### src/rtl/cpu_control_sequencer.sv
// Microcode sequencer for the 8-bit CPU. It holds the micro-step counter
// and the halt latch, and decodes (step, opcode, flags) into the 16-bit
// control word that drives every bus driver and register load.
module cpu_control_sequencer #(
  parameter int NUM_STEPS = 5
) (
  input  logic        clk,
  input  logic        rst,
  input  logic        step_en,
  input  logic [3:0]  opcode,
  input  logic        flag_c,
  input  logic        flag_z,
  output logic [15:0] ctrl,
  output logic [2:0]  step,
  output logic        halted
);

  typedef enum logic [2:0] {T0 = 3'd0, T1 = 3'd1, T2 = 3'd2, T3 = 3'd3, T4 = 3'd4} step_t;

  typedef enum logic [3:0] {
    OP_NOP = 4'h0, OP_LDA = 4'h1, OP_ADD = 4'h2, OP_SUB = 4'h3,
    OP_STA = 4'h4, OP_LDI = 4'h5, OP_JMP = 4'h6, OP_JC  = 4'h7,
    OP_JZ  = 4'h8, OP_OUT = 4'hE, OP_HLT = 4'hF
  } op_t;

  // Control word bit masks
  localparam logic [15:0] C_HLT = 16'h8000;
  localparam logic [15:0] C_MI  = 16'h4000;
  localparam logic [15:0] C_RI  = 16'h2000;
  localparam logic [15:0] C_RO  = 16'h1000;
  localparam logic [15:0] C_IO  = 16'h0800;
  localparam logic [15:0] C_II  = 16'h0400;
  localparam logic [15:0] C_AI  = 16'h0200;
  localparam logic [15:0] C_AO  = 16'h0100;
  localparam logic [15:0] C_EO  = 16'h0080;
  localparam logic [15:0] C_SU  = 16'h0040;
  localparam logic [15:0] C_BI  = 16'h0020;
  localparam logic [15:0] C_OI  = 16'h0010;
  localparam logic [15:0] C_CE  = 16'h0008;
  localparam logic [15:0] C_CO  = 16'h0004;
  localparam logic [15:0] C_J   = 16'h0002;
  localparam logic [15:0] C_FI  = 16'h0001;

  step_t       state_q, state_nx;
  logic        halted_q, halted_nx;
  step_t       last_step;
  logic [15:0] exec_word;

  // Step counter and halt latch; reset wins over everything
  always_ff @(posedge clk) begin
    if (rst) begin
      state_q  <= T0;
      halted_q <= 1'b0;
    end else begin
      state_q  <= state_nx;
      halted_q <= halted_nx;
    end
  end

  // Per-opcode last step and execute-phase control word (T2..T4)
  always_comb begin
    last_step = T1;
    exec_word = '0;
    case (opcode)
      OP_LDA: begin
        last_step = T3;
        if (state_q == T2)      exec_word = C_IO | C_MI;
        else if (state_q == T3) exec_word = C_RO | C_AI;
      end
      OP_ADD, OP_SUB: begin
        last_step = T4;
        if (state_q == T2)      exec_word = C_IO | C_MI;
        else if (state_q == T3) exec_word = C_RO | C_BI;
        else if (state_q == T4) exec_word = C_EO | C_AI | C_FI | ((opcode == OP_SUB) ? C_SU : '0);
      end
      OP_STA: begin
        last_step = T3;
        if (state_q == T2)      exec_word = C_IO | C_MI;
        else if (state_q == T3) exec_word = C_AO | C_RI;
      end
      OP_LDI: begin
        last_step = T2;
        if (state_q == T2) exec_word = C_IO | C_AI;
      end
      OP_JMP: begin
        last_step = T2;
        if (state_q == T2) exec_word = C_IO | C_J;
      end
      OP_JC: begin
        last_step = T2;
        if (state_q == T2 && flag_c) exec_word = C_IO | C_J;
      end
      OP_JZ: begin
        last_step = T2;
        if (state_q == T2 && flag_z) exec_word = C_IO | C_J;
      end
      OP_OUT: begin
        last_step = T2;
        if (state_q == T2) exec_word = C_AO | C_OI;
      end
      OP_HLT: begin
        last_step = T2;
        if (state_q == T2) exec_word = C_HLT;
      end
      default: last_step = T1;
    endcase
  end

  // Next step / halt decision; out-of-range steps fall back to T0
  always_comb begin
    state_nx  = state_q;
    halted_nx = halted_q;
    if (step_en && !halted_q) begin
      if (state_q == T2 && opcode == OP_HLT) begin
        halted_nx = 1'b1;
        state_nx  = T0;
      end else if (state_q == last_step || state_q >= 3'(NUM_STEPS - 1)) begin
        state_nx = T0;
      end else begin
        state_nx = step_t'(state_q + 3'd1);
      end
    end
  end

  // Control word output: halt overrides, fetch is opcode-independent
  always_comb begin
    ctrl = exec_word;
    if (halted_q)           ctrl = C_HLT;
    else if (state_q == T0) ctrl = C_CO | C_MI;
    else if (state_q == T1) ctrl = C_RO | C_II | C_CE;
  end

  assign step   = state_q;
  assign halted = halted_q;

endmodule

### config.mk
export PLATFORM = sky130hd
export DESIGN_NAME = cpu_control_sequencer
export DESIGN_NICKNAME = d
export VERILOG_FILES = /design/src/rtl/cpu_control_sequencer.sv
export SDC_FILE = /design/constraint.sdc
export NUM_CORES = 1
export LEC_CHECK = 0
export ABC_AREA = 1
export CAP_MARGIN = 25
export CORE_AREA = 2 2 43 45
export CTS_CLUSTER_DIAMETER = 40
export DETAILED_ROUTE_END_ITERATION = 7
export DIE_AREA = 0 0 45 47
export HOLD_SLACK_MARGIN = 0.1
export MAX_ROUTING_LAYER = met4
export PLACE_DENSITY = 0.75
export SETUP_SLACK_MARGIN = 0.5
export SLEW_MARGIN = 20
export SYNTH_ARGS = -nofsm -noshare
export SYNTH_HDL_FRONTEND = slang
export SYNTH_SLANG_ARGS = --single-unit
### constraint.sdc
create_clock -name clk -period 2 [get_ports clk]
set_input_delay 0.4 -clock clk [delete_from_list [all_inputs] [get_ports clk]]
set_output_delay 0.4 -clock clk [all_outputs]
set_load 0.05 [all_outputs]
==> metrics, run 1 <==
Syn Area/Cell 5.76 um^2; Distinct cells, synth 22; Post CTS Setup Buffer Count 18; Yosys warnings 0; Post-Place Cells 179; Ports 29; sequential-to-total area share from yosys stat 12.7%; Die W 45 um; outcome stopped before the end; cts hold-fix bufs 0; maximum clock path buffer count 2; Placer Congestion 0.932; post-CTS resize count 82; Initial Util 38.0%; post-synthesis net count 123; TritonCTS buffer count 3; Final HPWL DP 2.54 mm; flops & latches, synth 4; largest cells by area after synthesis dfxtp_1, nand2_1, inv_1; row count 15; Last stage clock tree synthesis; Yosys top cell by area dfxtp_1; I/O Buffers 28; root buf cell clkbuf_4; Die H 47 um; area of the mapped netlist 628 um^2; Clock Sinks 4; CTS HTree Levels 1; Tool Error [ERROR DPL-0038] Utilization greater than 100%, impossible to legalize; post-synthesis instance total 109; area share of the largest cell type after synthesis 12.7%
## Yosys cell counts
library cell,number
a31oi_1,1
nand2_2,3
nor3_2,1
nor3_1,3
o22ai_1,1
nor4_1,3
nand3_1,11
o32ai_1,1
nand2_4,2
or2_1,1
ha_1,5
buf_4,2
nor2_4,1
nand3b_1,1
a21oi_1,7
dfxtp_1,4
nand2_1,20
o31ai_1,1
inv_2,4
nor2_1,17
inv_1,18
nand3_2,2
## per-stage QoR
stage	hold WS, ns	cell area [um^2]	setup WS (ns)	utilization (%)
2_1_floorplan	0.459	907	-0.140	-
3_3_place_gp	0.495	1530	-0.391	92.9
3_5_place_dp	0.537	1530	-0.559	92.9
## cell families after synthesis
group	count (synthesis)	synth area share, %
and+or+nand+nor	65	51.6
buffers and inverters	24	15.5
AOI/OAI and AO/OA	11	10.2
adders and majority gates	5	9.96
DFF	4	12.7
==> run 2: changes to the inputs <==
==> config.mk (replaced) <==
export PLATFORM = sky130hd
export DESIGN_NAME = cpu_control_sequencer
export DESIGN_NICKNAME = d
export VERILOG_FILES = /design/src/rtl/cpu_control_sequencer.sv
export SDC_FILE = /design/constraint.sdc
export NUM_CORES = 1
export LEC_CHECK = 0
export ABC_AREA = 1
export CAP_MARGIN = 25
export CORE_AREA = 2 2 63 65
export DETAILED_ROUTE_END_ITERATION = 7
export DIE_AREA = 0 0 65 67
export PLACE_DENSITY_LB_ADDON = 0.15
export SLEW_MARGIN = 20
export SYNTH_ARGS = -nofsm -noshare
export SYNTH_HDL_FRONTEND = slang
export SYNTH_SLANG_ARGS = --single-unit
==> metrics, run 2 <==
layout cell share with drive strength beyond 1 76.0%; post-synthesis compound-gate area fraction 10.2% (unchanged); CP most frequent cell inv_2; Worst Tran Pin Value 0.496 ns; most frequent cell after synthesis nand2_1; reg2reg setup slack 0.39 ns; power density over the cells 357 mW/mm^2; Slew Viols, Final 0; Total GRT Usage 13.3%; Final Util 52.3%; I/O Buffers 28 (unchanged); final hold slack 0.515 ns; top post-synthesis cells by count nand2_1, inv_1, nor2_1; drt first-iter violations 13; post-synthesis async set-or-reset flop share 0% (unchanged); CTS tree yes; DRT Pass-1 Iters 3; area of the multi-input gates 800 um^2; number of synthesized flops with an enable pin 0 (unchanged); initial antenna violation count 0; worst setup path endpoint ctrl[8]; fillers 313; Vias per Instance 4.19; sequential standard cell area 92.6 um^2; worst hold path type reg -> reg; CP required 1.60 ns; critical path capture point type primary output; Final Setup Violations 9; VDD IR max 0.467 mV; crit path max-delay cell type dfxtp_4; Critical Path Max Stage Delay 0.38 ns; Clock Sinks 4 (unchanged); Final HPWL DP 1.99 mm (-22%); Die H 67 um (+43%); total die area 0.00436 mm^2; period utilisation layout 105%; cell area after placement 0.00146 mm^2 (-5.1%); Ports 29 (unchanged); worst r2r dst step[2]; Post-Place Cells 211 (+18%); Worst EP arrival 1.69 ns; Max Fclk 0.478 GHz; Core ar. 0.00361 mm^2; Crit. path cell count 11; Final Power 0.673 mW; area of the mapped netlist 628 um^2 (unchanged); worst-path cell chain buf_4 -> ha_2 -> nand2_4 -> inv_2 -> nor2_4 -> nand2_2 -> inv_2 -> nand3_4 -> inv_6 -> or2_4 -> buf_12; DRC viols 0; violated checks setup timing; Pleak 0.832 nW; adder-cell share of the synthesized area 9.96% (unchanged); Final Net Count 198; Largest delay share family, worst path simple AND/OR/NAND/NOR gates; post-synthesis net count 123 (unchanged); max reg flops 3; Synth Area in XOR/XNOR 0% (unchanged); Detail Route Antenna Nets 0; RSZ-0062 raised after global routing yes; Detailed Route WL 2.64 mm; Buf/Inv on CP 5; Top FF cell, synth dfxtp_1; row count 22 (+7); TritonCTS buffer count 3 (unchanged); post-synthesis mux area share 0% (unchanged); Routed WL per cell 11.4 um; clk_lat worst skew 0.21 ns; final setup margin -0.0917 ns; Placer Congestion 0.855 (-8.2%); Yosys top cell by area dfxtp_1; Fin. Hold Viols 0; flops & latches, synth 4 (unchanged); Initial Util 17.4% (-21 points); CP Launch Point step[0]; Worst Setup Start Kind register; fin cells 231; minimum clock period 2.09 ns; Overflow after GRT 0; Area Overhead vs Synth 200%; Register-to-Register Path Depth 12; via count 968; largest net degree at the start of global routing 8; CTS HTree Levels 1 (unchanged); Yosys warnings 0 (unchanged); area share of the largest cell type after synthesis 12.7% (unchanged); commonest non-fill, non-tap cell in the layout buf_4; largest cells by area after synthesis dfxtp_1, nand2_1, inv_1; Die W 65 um (+44%); first-pass GRT wire length 4.58 mm; number of global-route vias before repair 1038; design area 0.00189 mm^2; outcome complete, but fails checks; Distinct cells, synth 22 (unchanged); post-synthesis instance total 109 (unchanged); n_diodes 0; largest family of logic cells by synthesized area simple AND/OR/NAND/NOR gates; CP Max Fanout 4; relative slew slack 66.9%; crit path kind reg -> out; Max Cap Viol 0; sequential-to-total area share from yosys stat 12.7% (unchanged); Clock Skew 0.00370 ns; Syn Area/Cell 5.76 um^2 (unchanged); reg2reg start step[0]; root buf cell clkbuf_8; clk slew on worst S/H paths 0.03 ns; simple-gate share of the synthesized area 51.6% (unchanged); maximum clock path buffer count 2 (unchanged); cts hold-fix bufs 0 (unchanged); most frequent cells in the layout buf_4, buf_12, nand2_1, nor2_4
run 2: cell counts after synthesis:
Identical to the previous run, type by type.
run 2: report_power, final:
part | internal [mW] | switching (mW) | leakage (nW)
registers | 0.0829 | 0.00899 | 0.0352
logic | 0.189 | 0.216 | 0.774
clock network | 0.136 | 0.0401 | 0.0228
run 2: kinds of logic after synthesis:
family,count (synthesis)
DFF,4
AOI/OAI and AO/OA,11
adders and majority gates,5
buffers and inverters,24
and+or+nand+nor,65
run 2: worst register-to-register path, delay by kind of cell (launching register included):
kind	cells	cell delay, ns
buf+inv	5	0.42
fa+ha+maj	1	0.16
flops	1	0.38
simple gates	5	0.47
compound gates	1	0.11
run 2: what timing repair did:
item / in CTS / in global routing
gates resized for setup: 71 / 18
buffers inserted: 12 / 4
endpoints found under the setup margin: 16 / 15
cloned: 0 / 0
pin swaps: 22 / 12
run 2: per-layer routing:
metal	vias to the layer above	GRT usage, %	part of all wire [%]
li1	499	-	-
met4	0	2.93	0
met1	450	13.9	39
met3	0	2.03	3.4
met5	-	0	0
met2	19	27.3	57
run 2: how the worst min path moves through the flow:
| stage | start | to | slack (ns) | depth (start not counted) |
|---|---|---|---|---|
| floorplan | rst | step[0] | 0.46 | 1 |
| global placement | step[2] | step[2] | 0.50 | 2 |
| detailed placement | step[2] | step[2] | 0.49 | 2 |
| CTS | step[2] | step[2] | 0.52 | 2 |
| global route | step[2] | step[2] | 0.56 | 2 |
| finish | step[2] | step[2] | 0.52 | 2 |
run 2: per-stage QoR:
step / TNS [ns] / setup WS, ns
after floorplan: -0.781 / -0.155
after global placement: -5.13 / -0.457
after detailed placement: -5.24 / -0.465
after CTS: -0.558 / -0.113
after global routing: -1.51 / -0.172
final: -0.528 / -0.0917
run 2: layout make-up:
| class | count | share of cell area [%] |
|---|---|---|
| clock buffers | 4 | 2.39 |
| inverters | 22 | 5.77 |
| multi-input cells | 81 | 42.4 |
| flip-flops and latches | 4 | 4.91 |
| well taps | 48 | 3.19 |
| repair buffers | 72 | 41.3 |
(Power assumes the default switching activity.)
==> run 3: changes to the inputs <==
==> constraint.sdc (replaced) <==
create_clock -name clk -period 2.2 [get_ports clk]
set_input_delay 0.44 -clock clk [delete_from_list [all_inputs] [get_ports clk]]
set_output_delay 0.44 -clock clk [all_outputs]
set_load 0.05 [all_outputs]
==> metrics, run 3 (same netlist as run 2, synthesis figures left out) <==
CP required 1.76 ns (+0.16 ns); Post-Place Cells 206 (-2.4%); internal power 0.341 mW (-16%); Initial Util 17.4% (unchanged); Die W 65 um (unchanged); Flop pwr share 14.9% (+1.2 points); I/O Buffers 28 (unchanged); Clock Power Share 29.1% (+2.9 points); maximum clock path buffer count 2 (unchanged); crit path max-delay cell type dfxtp_4; Fin. Hold Viols 0 (unchanged); TritonCTS buffer count 3 (unchanged); drt first-iter violations 35 (+22); VDD IR max 0.532 mV (+14%); worst hold path type reg -> reg; Final Util 47.7% (-4.5 points); clk_lat worst skew 0.22 ns (about the same); final setup margin 0.0562 ns (+0.148 ns); layout cell share with drive strength beyond 1 68.8% (-7.2 points); max reg flops 3 (unchanged); Final Setup Violations 0 (-9); first-pass GRT wire length 4.02 mm (-12%); crit path kind reg -> out; Placer Congestion 0.817 (-4.5%); outcome complete, no violations; Area Overhead vs Synth 174%; Worst Tran Pin Value 0.500 ns (+0.00461 ns); largest net degree at the start of global routing 8 (unchanged); DRT Pass-1 Iters 4 (+1); Metal-1 WL 998 um (-3.5%); met3 WL post-DR 117 um (+30%); Logic pwr share 56.0% (-4.2 points); Detail Route Antenna Nets 0 (unchanged); Worst EP arrival 1.70 ns (about the same); pre-CTS WS -0.286 ns (+0.179 ns); RSZ-0062 raised after global routing yes; Routed WL per cell 10.8 um (-5.5%); Total GRT Usage 11.9% (-1.4 points); DR top layer met4; Detailed Route WL 2.42 mm (-8.3%); Final Net Count 191 (-3.5%); Die H 67 um (unchanged); fin cells 224 (-3.0%); minimum clock period 2.14 ns; Final HPWL DP 1.97 mm (-0.58%); Max Cap Viol 0 (unchanged); CTS tree yes; Critical Path Max Stage Delay 0.36 ns (-0.02 ns); worst-path cell chain inv_4 -> ha_4 -> inv_4 -> nor2_4 -> inv_2 -> nand2_2 -> nor2_2 -> nand2_2 -> inv_2 -> nand3_4 -> inv_6 -> or2_4 -> buf_12; power density over the cells 323 mW/mm^2 (-9.6%); Ports 29 (unchanged); CTS HTree Levels 1 (unchanged); n_diodes 0 (unchanged); Switching Share 38.7% (-0.76 points); CP Max Fanout 5 (+1); Overflow after GRT 0 (unchanged); Core ar. 0.00361 mm^2 (unchanged); Clock Sinks 4 (unchanged); number of global-route vias before repair 886 (-15%); commonest non-fill, non-tap cell in the layout buf_4; most frequent cells in the layout buf_4, buf_12, nand2_1, inv_2; total die area 0.00436 mm^2 (unchanged); Switch Pwr 0.215 mW (-19%); Worst Setup Start Kind register; Vias per Instance 4.17 (-0.50%); Slew Viols, Final 0 (unchanged); critical path capture point type primary output; period utilisation layout 97.4%; DRC viols 0 (unchanged); via count 934 (-3.5%); Final Power 0.556 mW (-17%); clk slew on worst S/H paths 0.03 ns (about the same); row count 22 (unchanged); initial antenna violation count 0 (unchanged); met2 routed WL 1.30 mm (-14%); root buf cell clkbuf_8; relative slew slack 66.6% (-0.31 points); setup TNS 0 ns (+0.528 ns); Pleak 0.738 nW (-11%); Max Fclk 0.466 GHz; Clock Skew 0.00214 ns (-0.00156 ns)
==> run 3: layout make-up <==
cell class                      instances  area [um^2]
Fill cell                             340         1880
Timing Repair Buffer                   65          718
Multi-Input combinational cell         81          708
Inverter                               22         97.6
Sequential cell                         4         92.6
Tap cell                               48         60.1
Clock buffer                            4         45.0
==> run 3: per-stage QoR <==
step / area, um^2 / hold slack, ns
final: 1720 / 0.520
after global routing: 1720 / 0.546
after CTS: 1540 / 0.517
after detailed placement: 1390 / 0.501
after global placement: 1390 / 0.501
after floorplan: 739 / 0.499
==> run 3: final timing paths <==
| kind | startpoint | to | slack (ns) | cells past startpoint |
|---|---|---|---|---|
| max | step[0] | ctrl[8] | 0.06 | 13 |
| min | step[2] | step[2] | 0.52 | 2 |
| max reg2reg | step[0] | step[1] | 0.61 | 11 |
| min reg2reg | step[2] | step[2] | 0.52 | 2 |
==> run 3: metal layers <==
layer / track usage (%) / vias up
li1: - / 488
met4: 1.60 / 0
met2: 22.4 / 27
met3: 3.55 / 2
met5: 0 / -
met1: 13.3 / 417
==> run 3: critical path, delay by kind of cell, from the launching register on <==
family	cells	cell delay (ns)
adders and majority gates	1	0.14
buffers and inverters	6	0.38
DFF	1	0.36
and+or+nand+nor	6	0.61
==> run 3: power by group through the flow <==
stage          Clock [mW]  Sequential [mW]  Combinational [mW]
2_1_floorplan           0           0.0933               0.124
3_3_place_gp            0           0.0829               0.249
3_5_place_dp            0           0.0831               0.251
4_1_cts             0.167           0.0805               0.271
5_1_grt             0.176           0.0839               0.335
6_report            0.162           0.0830               0.311
==> run 3: repair_timing <==
action / 4_1_cts / 5_1_grt
buffers inserted: 5 / 9
pin swaps: 4 / 17
gates resized for setup: 24 / 35
endpoints found under the setup margin: 15 / 15
gates cloned: 0 / 0
hold endpoints to repair: 0 / 0
hold buffers: 0 / 0
==> edit 1 (config.mk and constraints of run 3) <==
Reset style: asynchronous (`rst`), changed in one clocked block.
--- a/src/rtl/cpu_control_sequencer.sv
+++ b/src/rtl/cpu_control_sequencer.sv
@@ -49,3 +49,3 @@
   // Step counter and halt latch; reset wins over everything
-  always_ff @(posedge clk) begin
+  always_ff @(posedge clk or posedge rst) begin
     if (rst) begin
Formal check against the unedited RTL: differs if rst is asserted again (counterexample within 4 cycles, from zero or initial values and one cycle with rst high); with rst held inactive, the same outputs for 10 cycles.
==> edit 1 against run 3 <==
- worst setup slack lost 0.044 ns
- critical path type unchanged
- sequential cell count is the same
- largest cell class is now multi-input gates
- synthesized area grew 14%
- wire length grew 1.5%
- global-route usage grew 1.2 points
- design area shrank 0.36%
Power is not compared: it rests on default switching activity, and its combinational part moved more than twofold at a synthesized area within 25%.
==> edit 1: results <==
[route]
drt_iter0_drc = 10
drt-total-wl_um = 2460
vias_per_cell = 4.20

[logic_synthesis]
ys_seq_area_frac = 0.140
async_flop_share = 1.00
yosysUniqueCellTypes = 24
synth.area.top_cells = "dfrtp_1, nand2_1, ha_1, nand3_1, nand2_2"
yosysTopAreaCell = "dfrtp_1"
ys_top_cells_by_count = "nand2_1, inv_1, nor2_1, inv_2, nand3_1"

[sta]
hold_slack_ns = 0.409
finClkSkew_ns = 0.00248

[setup_path]
reg2reg_to = "step[1]"
r2r_slack_ns = 0.69
reg2regPathDepth = 10
cp_top_family = "flip-flops"
worst_path_largest_cell_delay_ns = 0.44

[place]
place_hpwl_um = 1970
gp_congestion = 0.791
post_dp_cell_area_sq_mm = 0.00145

[grt]
first_global_vias = 1005
grt_use_total = 0.130
grt_max_degree = 9
grt_first_pass_wirelength_um = 4490

[run_status]
status = "complete, no violations"

[layout]
design_area_sq_mm = 0.00172
drive_above_1_share = 0.702

[worst_hold_path]
worstHoldPathType = "primary input to asynchronous set/reset pin"
-- edit 1: cell count changes after synthesis, sizes merged, moves of 2 or more --
cell | before | now
inv | 22 | 20
a21oi | 7 | 2
nor3 | 4 | 7
nand2 | 25 | 29
dfxtp | 4 | 0
dfrtp | 0 | 4
o21ai | 0 | 3
-- edit 1: kinds of logic (layout without fill, tap and decap cells) --
family	count (synthesis)	after routing	synth area share
buffers and inverters	22	84	0.126
AND/OR/NAND/NOR	71	71	0.589
adder cells (fa/ha/maj)	5	5	0.0877
flip-flops	4	4	0.140
AO/OA/AOI/OAI	7	7	0.0561
-- edit 1: area by class of cell --
cell class | count | area share
clock buffers | 3 | 0.0241
repair buffers | 61 | 0.396
flip-flops and latches | 4 | 0.0613
well taps | 48 | 0.0350
inverters | 20 | 0.0525
multi-input cells | 83 | 0.431
-- edit 1: how the worst max path moves through the flow --
stage                    from        to  depth (start not counted)
floorplan             step[0]  ctrl[12]                          7
global placement    opcode[0]  ctrl[13]                          9
detailed placement  opcode[2]   ctrl[6]                          7
CTS                   step[1]   ctrl[6]                          8
global route          step[0]  ctrl[12]                          8
finish                step[1]   ctrl[7]                          7
-- edit 1: metal layers --
layer | share of wire | vias to the layer above | GRT usage
met5 | 0 | - | 0
met4 | 0.013 | 0 | 0.0346
met3 | 0.045 | 4 | 0.0338
met2 | 0.52 | 20 | 0.249
met1 | 0.42 | 417 | 0.141
li1 | - | 478 | -
-- edit 1: report_power, final --
part	leakage (nW)	switching (W)	internal, W
clock	0.0216	0.0000326	0.000116
sequential	0.0453	0	0.0000741
combinational	0.728	0.0000466	0.0000452
total	0.795	0.0000792	0.000235
-- edit 1: timing repair --
action                     4_1_cts  5_1_grt
buffers inserted                13        1
pin swaps                        9       10
setup endpoints to repair       13       13
resized for setup               25       19
-- edit 1: metrics by stage --
| stage | setup WS [ns] | setup TNS (ns) | total power, W | instances |
|---|---|---|---|---|
| CTS | -0.0108 | -0.0126 | 0.000320 | 218 |
| global placement | -0.248 | -2.08 | 0.000159 | 202 |
| detailed placement | -0.240 | -2.37 | 0.000160 | 202 |
| global route | -0.0716 | -0.453 | 0.000341 | 219 |
| finish | 0.0124 | 0 | 0.000315 | 219 |
| floorplan | -0.149 | -0.685 | 0.000114 | 109 |
==> edit 2 (settings of run 3) <==
Without the edit above. Register the inputs `step_en`, `opcode`, `flag_c` and `flag_z` before use, without a reset. The logic sees them one clock later.
--- a/src/rtl/cpu_control_sequencer.sv
+++ b/src/rtl/cpu_control_sequencer.sv
@@ -43,2 +43,14 @@
 
+  logic step_en_q;
+  logic [3:0] opcode_q;
+  logic flag_c_q;
+  logic flag_z_q;
+
+  always_ff @(posedge clk) begin
+    step_en_q <= step_en;
+    opcode_q  <= opcode;
+    flag_c_q  <= flag_c;
+    flag_z_q  <= flag_z;
+  end
+
   step_t       state_q, state_nx;
@@ -63,3 +75,3 @@
     exec_word = '0;
-    case (opcode)
+    case (opcode_q)
       OP_LDA: begin
@@ -73,3 +85,3 @@
         else if (state_q == T3) exec_word = C_RO | C_BI;
-        else if (state_q == T4) exec_word = C_EO | C_AI | C_FI | ((opcode == OP_SUB) ? C_SU : '0);
+        else if (state_q == T4) exec_word = C_EO | C_AI | C_FI | ((opcode_q == OP_SUB) ? C_SU : '0);
       end
@@ -90,3 +102,3 @@
         last_step = T2;
-        if (state_q == T2 && flag_c) exec_word = C_IO | C_J;
+        if (state_q == T2 && flag_c_q) exec_word = C_IO | C_J;
       end
@@ -94,3 +106,3 @@
         last_step = T2;
-        if (state_q == T2 && flag_z) exec_word = C_IO | C_J;
+        if (state_q == T2 && flag_z_q) exec_word = C_IO | C_J;
       end
@@ -112,4 +124,4 @@
     halted_nx = halted_q;
-    if (step_en && !halted_q) begin
-      if (state_q == T2 && opcode == OP_HLT) begin
+    if (step_en_q && !halted_q) begin
+      if (state_q == T2 && opcode_q == OP_HLT) begin
         halted_nx = 1'b1;
Check against the original RTL: not equivalent (a bounded check fails within 4 cycles, from zero or initial values and one cycle with rst high).
==> edit 2 against run 3 <==
- design area decreased by 1.7%
- worst hold slack got worse by 0.020 ns
- final cell count down 4.9%
- worst setup slack got worse by 0.018 ns
- die area did not move
- via count decreased by 2.7%
- first-iteration DRC count decreased by 51%
- sequential share of layout area increased by 8.7 points
- total power grew 28%
- sequential cell count up 7
- wire length decreased by 0.33%
- clock skew up 0.00065 ns
- synthesized area up 22%
- critical path type unchanged
- critical endpoint unchanged
- largest power group unchanged
==> edit 2: results <==
[run_status]
status = "complete, no violations"

[route]
drt_iter0_drc = 17
wl_met1_um = 1040
met3_length_um = 100
vias = 909
wl_met2_um = 1240
drt-total-wl_um = 2410

[place]
gp_congestion = 0.829
place_hpwl_um = 1830
dpl_worst_slack_ns = 0.0375
portBuffers = 28

[setup_path]
arrival_ns = 1.72
reg2regPathDepth = 10
worst_path_largest_cell_delay_ns = 0.36
cp_slowest_cell = "dfxtp_4"
cp_max_fo = 4
r2r_slack_ns = 0.68

[sta]
worst_pin_slew_ns = 0.499
finClkSkew_ns = 0.00280
timing.final.ws_setup_ns = 0.0379

[clock_tree]
clk_pin_slew_ns = 0.05
clk_path_buf_depth = 2
clockRootBuffer = "clkbuf_8"
worst_skew_pair.late_latency_ns = 0.24
cts_buffers = 3

[layout]
fillCellCount = 346
nets = 180
largest_reg_flops = 4
drive_above_1_share = 0.588

[grt]
grt_first_pass_wirelength_um = 3920
first_global_vias = 890
grt_use_total = 0.117
grt_max_degree = 8

[worst_hold_path]
worstHoldPathType = "flip-flop to flip-flop"

[logic_synthesis]
synth.area.top_cells = "dfxtp_1, nand2_1, inv_1, nor2_1, ha_1"
ys_top_cells_by_count = "nand2_1, inv_1, nor2_1, dfxtp_1, nand3_1"
synth_nets = 130
ys_seq_area_frac = 0.287

[power_and_ir_drop]
p_leak_nw = 0.695
vdd_drop_max_mv = 0.259
edit 2: cell types whose count changed after synthesis, sizes merged:
cell	change
dfxtp	+7
edit 2: kinds of logic (layout without fill, tap and decap cells):
kind of cell / Yosys count / count (layout) / synth area share
flops: 11 / 11 / 0.287
buf+inv: 24 / 73 / 0.127
compound gates: 11 / 11 / 0.0831
fa+ha+maj: 5 / 5 / 0.0814
simple gates: 65 / 65 / 0.422
edit 2: per-layer routing:
metal,global-route usage,vias up
met5,0,-
met4,0.0479,0
met3,0.0220,4
met2,0.210,27
met1,0.137,406
li1,-,472
edit 2: layout make-up:
type | instances | area, sq um | area share
multi-input combinational | 81 | 671 | 0.396
timing repair buffer | 47 | 583 | 0.344
sequential | 11 | 238 | 0.140
inverter | 22 | 95.1 | 0.0562
tap | 48 | 60.1 | 0.0355
clock buffer | 3 | 41.3 | 0.0244
clock inverter | 1 | 5.00 | 0.00296
edit 2: power breakdown:
part           internal [W]  total, W  leakage (nW)  switching (W)
registers          0.000209  0.000223        0.0947      0.0000137
logic              0.000129  0.000293         0.574       0.000164
clock network      0.000124  0.000198        0.0255      0.0000740
edit 2: final timing paths:
kind | startpoint | endpoint
worst max-delay path | step[0] | ctrl[8]
worst max register to register | step[0] | step[2]
worst min-delay path | step_en_q | halted
worst min register to register | step_en_q | halted
edit 2: stage by stage:
step	hold WS, ns	instance area, sq um	util	instances	total power, W
after CTS	0.501	1600	0.444	208	0.000702
after global placement	0.488	1410	0.391	195	0.000462
final	0.500	1690	0.469	213	0.000714
after global routing	0.522	1690	0.469	213	0.000757
after detailed placement	0.497	1410	0.391	195	0.000462
after floorplan	0.456	886	-	116	0.000371
edit 2: timing repair:
action / 4_1_cts / 5_1_grt
endpoints found under the setup margin: 8 / 10
setup buffers: 9 / 5
resized for setup: 25 / 13
pin swaps: 9 / 8
edit 2: worst min-delay path: stages, from the launching register on:
cell     delay [ns]
dfxtp_1        0.32
nand3_1        0.08
a21oi_1        0.06
